## src/rtl/serdes_pkg.sv

```systemverilog
// Shared definitions for the serdes deserializer/aligner.
//   state_t       : alignment FSM state encoding
//   DEFAULT_COMMA : default alignment pattern (K28.5-style 8'hBC)
//   cnt_width()   : bits needed for a saturating counter that must hold max_val
package serdes_pkg;

    typedef enum logic [1:0] {
        SEARCH  = 2'd0,
        LOCKING = 2'd1,
        LOCKED  = 2'd2
    } state_t;

    localparam logic [7:0] DEFAULT_COMMA = 8'hBC;

    // Never returns less than one bit, so a counter with max_val==0 still exists.
    function automatic int cnt_width(input int max_val);
        int w;
        w = $clog2(max_val + 1);
        return (w < 1) ? 1 : w;
    endfunction

endpackage

```

## src/rtl/serdes_shift_in.sv

```systemverilog
// Serial-in shift register for the deserializer.
// Ports:
//   clk       : system clock, rising edge
//   reset_L   : synchronous active-low reset, clears the register
//   enb       : sample enable, register holds when low
//   data_in   : serial bit
//   next_sr   : register contents after shifting data_in in (combinational)
// MSB_FIRST=1 shifts toward the MSB so the first bit ends in the MSB;
// MSB_FIRST=0 shifts toward the LSB so the first bit ends in the LSB.
module serdes_shift_in
    import serdes_pkg::*;
#(
    parameter int WIDTH     = 8,
    parameter int MSB_FIRST = 1
) (
    input  logic             clk,
    input  logic             reset_L,
    input  logic             enb,
    input  logic             data_in,
    output logic [WIDTH-1:0] next_sr
);

    logic [WIDTH-1:0] sr;

    generate
        if (MSB_FIRST != 0) begin : g_msb
            assign next_sr = {sr[WIDTH-2:0], data_in};
        end else begin : g_lsb
            assign next_sr = {data_in, sr[WIDTH-1:1]};
        end
    endgenerate

    always_ff @(posedge clk) begin
        if (!reset_L) begin
            sr <= '0;
        end else if (enb) begin
            sr <= next_sr;
        end
    end

endmodule

```

## src/rtl/serdes_deser_align.sv

```systemverilog
// Serial-to-parallel deserializer with comma-based word alignment.
// Ports:
//   clk       : system clock, rising edge
//   reset_L   : synchronous active-low reset
//   enb       : sample enable for data_in
//   data_in   : serial bit
//   data_out  : last aligned word (registered)
//   valid_out : one-cycle pulse when data_out updates
//   comma_out : data_out equals COMMA, qualified by valid_out
//   active    : high while locked
// SEARCH hunts bit-by-bit for COMMA; LOCKING then checks that the next
// N_LOCK-1 word-aligned slots also hold COMMA; LOCKED emits words and
// falls back to SEARCH after MAX_GAP consecutive non-comma words.
module serdes_deser_align
    import serdes_pkg::*;
#(
    parameter int               WIDTH     = 8,
    parameter logic [WIDTH-1:0] COMMA     = WIDTH'(DEFAULT_COMMA),
    parameter int               N_LOCK    = 2,
    parameter int               MAX_GAP   = 16,
    parameter int               MSB_FIRST = 1
) (
    input  logic             clk,
    input  logic             reset_L,
    input  logic             enb,
    input  logic             data_in,
    output logic [WIDTH-1:0] data_out,
    output logic             valid_out,
    output logic             comma_out,
    output logic             active
);

    localparam int BW = $clog2(WIDTH);
    localparam int CW = cnt_width(N_LOCK);
    localparam int GW = cnt_width(MAX_GAP);

    localparam logic [BW-1:0] LAST_BIT = BW'(WIDTH - 1);
    localparam logic [CW-1:0] LOCK_CNT = CW'(N_LOCK);
    localparam logic [GW-1:0] GAP_LIM  = GW'(MAX_GAP);

    logic [WIDTH-1:0] word;

    state_t           state,     state_nxt;
    logic [BW-1:0]    bit_cnt,   bit_cnt_nxt;
    logic [CW-1:0]    comma_cnt, comma_cnt_nxt;
    logic [GW-1:0]    gap_cnt,   gap_cnt_nxt;
    logic [WIDTH-1:0] data_nxt;
    logic             valid_nxt, comma_out_nxt, active_nxt;

    logic             word_is_comma;
    logic [CW-1:0]    comma_inc;
    logic [GW-1:0]    gap_inc;

    serdes_shift_in #(
        .WIDTH     (WIDTH),
        .MSB_FIRST (MSB_FIRST)
    ) u_shift_in (
        .clk     (clk),
        .reset_L (reset_L),
        .enb     (enb),
        .data_in (data_in),
        .next_sr (word)
    );

    always_ff @(posedge clk) begin
        if (!reset_L) begin
            state     <= SEARCH;
            bit_cnt   <= '0;
            comma_cnt <= '0;
            gap_cnt   <= '0;
            data_out  <= '0;
            valid_out <= 1'b0;
            comma_out <= 1'b0;
            active    <= 1'b0;
        end else begin
            state     <= state_nxt;
            bit_cnt   <= bit_cnt_nxt;
            comma_cnt <= comma_cnt_nxt;
            gap_cnt   <= gap_cnt_nxt;
            data_out  <= data_nxt;
            valid_out <= valid_nxt;
            comma_out <= comma_out_nxt;
            active    <= active_nxt;
        end
    end

    always_comb begin
        state_nxt     = state;
        bit_cnt_nxt   = bit_cnt;
        comma_cnt_nxt = comma_cnt;
        gap_cnt_nxt   = gap_cnt;
        data_nxt      = data_out;
        valid_nxt     = 1'b0;
        comma_out_nxt = comma_out;

        word_is_comma = (word == COMMA);
        comma_inc     = (comma_cnt == LOCK_CNT) ? comma_cnt : comma_cnt + CW'(1);
        gap_inc       = (&gap_cnt) ? gap_cnt : gap_cnt + GW'(1);

        if (enb) begin
            case (state)
                SEARCH: begin
                    // Any bit position may start a word while hunting.
                    if (word_is_comma) begin
                        bit_cnt_nxt   = '0;
                        comma_cnt_nxt = CW'(1);
                        gap_cnt_nxt   = '0;
                        state_nxt     = (N_LOCK == 1) ? LOCKED : LOCKING;
                    end
                end

                LOCKING: begin
                    if (bit_cnt == LAST_BIT) begin
                        bit_cnt_nxt = '0;
                        if (word_is_comma) begin
                            comma_cnt_nxt = comma_inc;
                            if (comma_inc == LOCK_CNT) begin
                                state_nxt   = LOCKED;
                                gap_cnt_nxt = '0;
                            end
                        end else begin
                            comma_cnt_nxt = '0;
                            state_nxt     = SEARCH;
                        end
                    end else begin
                        bit_cnt_nxt = bit_cnt + BW'(1);
                    end
                end

                LOCKED: begin
                    if (bit_cnt == LAST_BIT) begin
                        bit_cnt_nxt   = '0;
                        data_nxt      = word;
                        valid_nxt     = 1'b1;
                        comma_out_nxt = word_is_comma;
                        if (word_is_comma) begin
                            gap_cnt_nxt = '0;
                        end else begin
                            gap_cnt_nxt = gap_inc;
                            // The word that exhausts the gap budget is still emitted.
                            if ((MAX_GAP != 0) && (gap_inc == GAP_LIM)) begin
                                state_nxt     = SEARCH;
                                comma_cnt_nxt = '0;
                            end
                        end
                    end else begin
                        bit_cnt_nxt = bit_cnt + BW'(1);
                    end
                end

                default: begin
                    state_nxt = SEARCH;
                end
            endcase
        end

        active_nxt = (state_nxt == LOCKED);
    end

endmodule
```

## config.mk

```make
export PLATFORM = sky130hd
export DESIGN_NAME = serdes_deser_align
export DESIGN_NICKNAME = d
export VERILOG_FILES = /design/src/rtl/serdes_pkg.sv /design/src/rtl/serdes_shift_in.sv /design/src/rtl/serdes_deser_align.sv
export SDC_FILE = /design/constraint.sdc
export NUM_CORES = 1
export LEC_CHECK = 0
export ABC_AREA = 1
export BUFFER_PORTS_ARGS = -buffer_cell sky130_fd_sc_hd__buf_2
export CAP_MARGIN = 20
export CORE_ASPECT_RATIO = 1.2
export CORE_UTILIZATION = 45
export CTS_CLUSTER_SIZE = 16
export DETAILED_ROUTE_END_ITERATION = 8
export PLACE_DENSITY = 0.65
export SLEW_MARGIN = 20
export SYNTH_ARGS = -nofsm -noshare
export SYNTH_HDL_FRONTEND = slang
export SYNTH_SLANG_ARGS = --single-unit
export TNS_END_PERCENT = 30
```

## constraint.sdc

```tcl
create_clock -name clk -period 4.2 [get_ports clk]
set_input_delay 0 -clock clk [delete_from_list [all_inputs] [get_ports clk]]
set_output_delay 0 -clock clk [all_outputs]
set_load 0.01 [all_outputs]
```

==> results of run 1 <==
==> placed cells by master, fill, tap and decap left out, drive strengths merged <==
cell	synthesis	final
nand2	43	43
clkinv	2	3
clkbuf	0	7
buf	5	14
ha	8	8
o21ai	26	26
or2	1	1
a21oi	20	20
nand3	9	9
nor3b	1	1
nor3	2	2
dlygate4sd3	0	2
dfxtp	30	30
nand4	3	3
nor2	33	33
inv	21	21
==> through the flow <==
step / area (um2) / hold slack, ns / setup slack [ns]
after global routing: 1632 / 0.07060 / 1.924
after detailed placement: 1551 / 0.2852 / 2.197
final: 1632 / 0.04678 / 2.189
after global placement: 1551 / 0.2732 / 2.307
after CTS: 1632 / 0.03994 / 2.165
after floorplan: 1461 / 0.1680 / 2.629
==> layer usage <==
| metal | vias up | routed length [um] | track usage, % |
|---|---|---|---|
| met5 | - | 0 | 0 |
| met4 | 0 | 63 | 8.654 |
| met3 | 7 | 140 | 6.338 |
| met2 | 31 | 1417 | 33.02 |
| met1 | 602 | 1326 | 20.65 |
| li1 | 700 | - | - |
==> cell type report <==
type | instances | area share (%)
tap | 36 | 2.761
inverter | 23 | 5.445
multi-input combinational | 146 | 45.78
clock inverter | 1 | 0.3067
clock buffer | 7 | 3.374
sequential | 30 | 36.81
timing repair buffer | 16 | 5.521
==> flip-flops by register name, indices dropped and copies added (netlist names), 2 cells and up <==
register       flops
data_out           8
state              2
gap_cnt            5
u_shift_in.sr      7
bit_cnt            3
comma_cnt          2
==> timing repair <==
| item | CTS | global route |
|---|---|---|
| gates resized for setup | 0 | 0 |
| endpoints found under the hold margin | 4 | 0 |
| hold buffers | 2 | 0 |
==> power by group <==
part	internal (mW)	switching, mW
clock	0.0810	0.101
combinational	0.00661	0.0126
sequential	0.289	0.00332
==> worst max-delay path, delay by kind of cell (launching register included) <==
family / cells / cell delay (ns)
fa+ha+maj: 2 / 0.41
buf+inv: 2 / 0.34
flops: 1 / 0.37
simple gates: 3 / 0.80
==> synthesized netlist by cell type, types with 2 or more instances <==
| cell | instances |
|---|---|
| inv_1 | 20 |
| ha_1 | 8 |
| o21ai_0 | 23 |
| buf_1 | 2 |
| nand2_1 | 41 |
| a21oi_1 | 20 |
| nand3_1 | 9 |
| buf_2 | 2 |
| nand4_1 | 2 |
| nor2_1 | 31 |
| nor2_2 | 2 |
| dfxtp_1 | 30 |
| clkinv_2 | 2 |
| o21ai_1 | 2 |
==> logic make-up (layout without fill, tap and decap cells) <==
kind of cell               count (synthesis)  after routing  synth area share [%]
and+or+nand+nor                           92             92                 28.25
AOI/OAI and AO/OA                         46             46                 16.01
adders and majority gates                  8              8                 6.850
buffers and inverters                     28             47                 7.791
DFF                                       30             30                 41.10
==> path summary, 6_finish.rpt <==
kind | from | to | slack [ns] | cells past startpoint
max | bit_cnt[0] | data_out[7] | 2.19 | 7
min | reset_L | data_out[1] | 0.05 | 3
max reg2reg | bit_cnt[0] | data_out[7] | 2.19 | 7
min reg2reg | comma_cnt[1] | comma_cnt[1] | 0.46 | 2
==> metrics, run 1 <==
maximum clock rate 497.2 MHz; Slew Viols, Final 0; Yosys warnings 0; Leak 0.7340 nW; Tcrit/Tclk final 47.88%; post-DR vias/cell 5.174; wirelength, routed 2946 um; Mapped Cells 204; share of the synthesized area in the top cell type 41.10%; via count 1340; area of the mapped netlist 0.001461 mm2; Final Total Pwr 0.4930 mW; clock sinks 30; CTS tree done; Post-Syn Area per Cell 7.164 um2; Yosys top cell by area dfxtp_1; Clock Pin Slew Worst Setup and Hold Paths 0.09 ns; DRT Pass-1 Iters 5; FP Rows 22; Critical-path top delay cell nor3_2; Final Core Density 52.92%; Pwr per Cell Area 302.2 mW/mm2; Worst EP required 4.43 ns; Worst setup EP type flip-flop; initial antenna violation count 0; worst-path maximum fanout 14; total CTS buffers 5; Worst VDD drop 0.1960 mV; EDFF count, synth 0; Root Buffer clkbuf_4; Fin. Hold Viols 0; count of cell types in the netlist 24; worst slew pin tran 0.7088 ns; Worst Skew 0.003751 ns; setup bufs post-CTS 0; Area contributors post-synth dfxtp_1 (41%), nand2_1 (11%), nor2_1 (8.0%); Slew headroom 52.49%; detailed placement HPWL 2112 um; Fillers 305; worst setup path category reg -> reg; Ant. Diodes 0; register area share after synthesis 41.10%; setup violators final 0; Area Growth Syn to Fin 11.64%; share of layout cells above drive strength 1 14.80%; setup_tns 0 ns; syn nets 216; Final Non-Filler Cells 259; # DRC 0; core region area 0.003083 mm2; die height 64.43 um; nets 234; IO buf count 14; crit path cell chain ha_1 > ha_1 > inv_1 > nor3_2 > inv_1 > nor2_1 > nor2_1; Post-synth top flop dfxtp_1; Detail Route Antenna Nets 0; GRT Util Overall 19.26%; grt ovf 0; Die W 54.02 um; final RePlAce weighted congestion 0.7655; first-pass GRT wire length 4850 um; DR iter-0 viols 34; Register Area 600.6 um2; drt wl/cell 11.37 um; pin count of the biggest net entering global routing 21; Yosys reg bits 30; fraction of registers with async set/reset 0%; number of global-route vias before repair 1193; multi-input logic area 747.0 um2; # placed instances 249; RSZ-0062 raised after global routing false; Tmin final 2.011 ns; CTS H-tree depth 2; CP Launch Type flip-flop; total of max-cap violations 0; status finished, final reports clean; die area 0.003480 mm2; Max Root-Sink Buffers 2; Hold Crit Class in -> reg; io pins 15; Clock Latency Late Sink 0.33 ns; slowest cell delay on critical path 0.59 ns; initial core utilization 47.40%; CP arrival 2.24 ns
(Power assumes the default switching activity.)
==> inputs of run 2 (changes only) <==
- ABC_AREA: 1 -> 0
- PLACE_DENSITY: 0.65 -> 0.67
- clock period: 4.2 -> 1.69 ns (I/O delays scaled with it)
==> run 2 against run 1 <==
Net effect:
- sequential cell count unchanged
- combinational power rose to 2.6 times the previous value
- clock skew down 0.0012 ns
- utilization up 4.5 points
- clock power rose to 3.2 times the previous value
- sequential share of layout area down 5.6 points
- worst setup slack worse by 2.2 ns
- clock-buffer cell count unchanged
- wire length up 15%
- critical endpoint is now active
- highest routed layer unchanged
==> metrics, run 2 <==
Clock Latency Late Sink 0.28 ns (was 0.33 ns); Max Root-Sink Buffers 2 (unchanged); Worst Hold Depth 3 (unchanged); FP Rows 23 (was 22); Post-Syn Area per Cell 9.038 um2 (was 7.164 um2); dpl cell area 0.001782 mm2 (was 0.001551 mm2); Die W 56.74 um (was 54.02 um); most frequent cells in the layout nand2_1 (30), dfxtp_1 (26), buf_2 (14) (was nand2_1 (41), nor2_1 (31), dfxtp_1 (30)); number of global-route vias before repair 1325 (was 1193); die area 0.003840 mm2 (was 0.003480 mm2); Tmin final 1.689 ns (was 2.011 ns); multi-input logic area 992.2 um2 (was 747.0 um2); initial core utilization 47.64% (was 47.40%); reg2reg path depth 8 (was 7); status finished, final reports clean (unchanged); worst slew pin tran 0.4681 ns (was 0.7088 ns); XOR/XNOR Fraction of Synth Area 0% (unchanged); area of the mapped netlist 0.001618 mm2 (was 0.001461 mm2); Gate power share 3.7% (was 3.9%); Critical-path top delay cell dfxtp_2 (was nor3_2); count of cell types in the netlist 42 (was 24); CP arrival 1.87 ns (was 2.24 ns); main combinational cell family by area after synthesis simple AND/OR/NAND/NOR gates (unchanged); Detail Route Antenna Nets 0 (unchanged); Fin. Hold Viols 0 (unchanged); total CTS buffers 5 (unchanged); Yosys reg bits 30 (unchanged); syn nets 191 (was 216); maximum clock rate 592.1 MHz (was 497.2 MHz); Clk pwr share 43.6% (was 36.9%); FF-to-FF setup slack 0.001 ns (was 2.19 ns); total of max-cap violations 0 (unchanged); post-DR vias/cell 5.594 (was 5.174); grt ovf 0 (unchanged); GRT Util Overall 20.10% (was 19.26%); DR iter-0 viols 35 (was 34); # DRC 0 (unchanged); Worst Skew 0.002549 ns (was 0.003751 ns); first-pass GRT wire length 5892 um (was 4850 um); Sw Pwr 0.2875 mW (was 0.1169 mW); Post-synth top flop dfxtp_1 (unchanged); Synth Area in Simple Gates 27.46% (was 28.25%); drt wl/cell 13.93 um (was 11.37 um); design area 0.001949 mm2 (was 0.001632 mm2); Synth top cells by count dfxtp_1 (30), nand2_1 (30), nor2b_1 (14) (was nand2_1 (41), nor2_1 (31), dfxtp_1 (30)); register area share after synthesis 37.12% (was 41.10%); core region area 0.003396 mm2 (was 0.003083 mm2); initial antenna violation count 0 (unchanged); Final Core Density 57.41% (was 52.92%); Register Area 608.1 um2 (was 600.6 um2); Area contributors post-synth dfxtp_1 (37%), nand2_1 (7.0%), ha_1 (6.2%) (was dfxtp_1 (41%), nand2_1 (11%), nor2_1 (8.0%)); Yosys warnings 0 (unchanged); Place WS -0.07783 ns (was 2.197 ns); Buf/Inv on CP 3 (was 2); EDFF count, synth 0 (unchanged); Fillers 316 (was 305); post-synthesis mux area share 5.568% (was 0%); Ant. Diodes 0 (unchanged); sequential power share 52.7% (was 59.2%); Compound-Gate Fraction of Synth Area 18.56% (was 16.01%); Tcrit/Tclk final 99.93% (was 47.88%); final worst setup slack 0.001188 ns (was 2.189 ns); Slew Viols, Final 0 (unchanged); crit path cell chain inv_1 > buf_4 > ha_1 > inv_1 > o221ai_1 > a311oi_1 > a211oi_1 > a211oi_1 (was ha_1 > ha_1 > inv_1 > nor3_2 > inv_1 > nor2_1 > nor2_1); P_int 1.061 mW (was 0.3761 mW); Clock Pin Slew Worst Setup and Hold Paths 0.06 ns (was 0.09 ns); most common cell after layout, fill and taps aside nand2_1 (unchanged); via count 1365 (was 1340); Yosys top cell by area dfxtp_1 (unchanged); Mapped Cells 179 (was 204); Final Total Pwr 1.349 mW (was 0.4930 mW); DRT Pass-1 Iters 5 (unchanged); final RePlAce weighted congestion 0.8617 (was 0.7655); Hold Crit Class in -> reg (unchanged); CTS tree done (unchanged); slowest cell delay on critical path 0.36 ns (was 0.59 ns); pin count of the biggest net entering global routing 34 (was 21); HP Start data_in (was reset_L); Worst EP required 1.87 ns (was 4.43 ns); detailed placement HPWL 2417 um (was 2112 um); io pins 15 (unchanged); Critical Path Sink active (was data_out[7]); Slew headroom 68.80% (was 52.49%); fraction of registers with async set/reset 0% (unchanged); share of layout cells above drive strength 1 27.54% (was 14.80%); r2r startpoint state[1] (was bit_cnt[0]); Largest delay share family, worst path compound AO/OA/AOI/OAI gates (was simple AND/OR/NAND/NOR gates); setup violators final 0 (unchanged); Root Buffer clkbuf_8 (was clkbuf_4); Leak 0.8266 nW (was 0.7340 nW); critical path depth 8 (was 7); CTS H-tree depth 2 (unchanged); biggest regs data_out (8), u_shift_in.sr (7), gap_cnt (5) (unchanged); IO buf count 14 (unchanged); Worst VDD drop 0.4333 mV (was 0.1960 mV); worst setup path category reg -> reg (unchanged); Area Growth Syn to Fin 20.49% (was 11.64%); clock sinks 30 (unchanged); RSZ-0062 raised after global routing true (was false); switching share of power 21.31% (was 23.71%); register with the highest flop count data_out (unchanged); Worst setup EP type flip-flop (unchanged); CP Launch Type flip-flop (unchanged); share of the synthesized area in the top cell type 37.12% (was 41.10%); Post-Synth Adder-Cell Area 6.187% (was 6.849%); worst-path maximum fanout 4 (was 14); r2r endpoint active (was data_out[7]); WHS 0.02901 ns (was 0.04678 ns); die height 67.68 um (was 64.43 um); nets 218 (was 234); wirelength, routed 3400 um (was 2946 um); CP startpoint state[1] (was bit_cnt[0]); Pwr per Cell Area 692.0 mW/mm2 (was 302.2 mW/mm2); Largest register FFs 8 (unchanged)
run 2: cell types whose count changed in the layout (fill, tap and decap cells not counted), moves of 11 or more:
| cell | delta |
|---|---|
| nor2_1 | -27 |
| o21ai_0 | -19 |
| a21oi_1 | -16 |
| buf_4 | +13 |
| nor2b_1 | +13 |
| inv_1 | -11 |
| nand2_1 | -11 |
run 2: worst min path at each step:
stage,endpoint,slack [ns]
floorplan,state[1],0.14
global placement,data_out[0],0.28
detailed placement,data_out[0],0.29
CTS,u_shift_in.sr[0],0.01
global route,u_shift_in.sr[0],0.06
finish,u_shift_in.sr[0],0.03
run 2: cell families (layout without fill, tap and decap cells):
group,after synthesis,after routing
and+or+nand+nor,76,76
AOI/OAI and AO/OA,39,39
DFF,30,30
buffers and inverters,17,45
muxes,9,9
adders and majority gates,8,8
run 2: power by group through the flow:
stage | Clock, mW | Combinational (mW) | Sequential [mW]
final | 0.588 | 0.0498 | 0.711
after global routing | 0.635 | 0.0546 | 0.711
after CTS | 0.610 | 0.0492 | 0.713
after detailed placement | 0 | 0.0463 | 0.729
after global placement | 0 | 0.0455 | 0.729
after floorplan | 0 | 0.0370 | 0.729
run 2: metal layers:
layer	routed length [um]	vias up	track usage, %
met4	38	0	7.927
li1	-	687	-
met5	0	-	0
met1	1451	643	21.50
met2	1797	31	38.24
met3	112	4	4.789
run 2: metrics by stage:
step | TNS (ns) | cells
global placement | -0.01117 | 234
CTS | -0.006209 | 244
detailed placement | -0.2644 | 234
floorplan | -0.007334 | 179
finish | 0 | 244
global route | -0.4490 | 244
run 2: repair_timing:
action / 4_1_cts / 5_1_grt
hold buffers: 1 / 0
resized for setup: 8 / 8
endpoints found under the hold margin: 1 / 0
endpoints found under the setup margin: 8 / 21
pin swaps: 4 / 2
gates cloned: 0 / 0
setup buffers: 1 / 0
run 2: cell type report:
cell class | instances | share of cell area, %
inverters | 9 | 1.733
repair buffers | 28 | 9.114
well taps | 37 | 2.375
clock buffers | 7 | 4.429
multi-input cells | 132 | 50.90
clock inverters | 1 | 0.2567
flip-flops and latches | 30 | 31.19
run 2: tightest hold or removal path, delay by kind of cell:
| family | cells | cell delay [ns] |
|---|---|---|
| buffers and inverters | 1 | 0.10 |
| multiplexers | 1 | 0.07 |
| AND/OR/NAND/NOR | 1 | 0.10 |
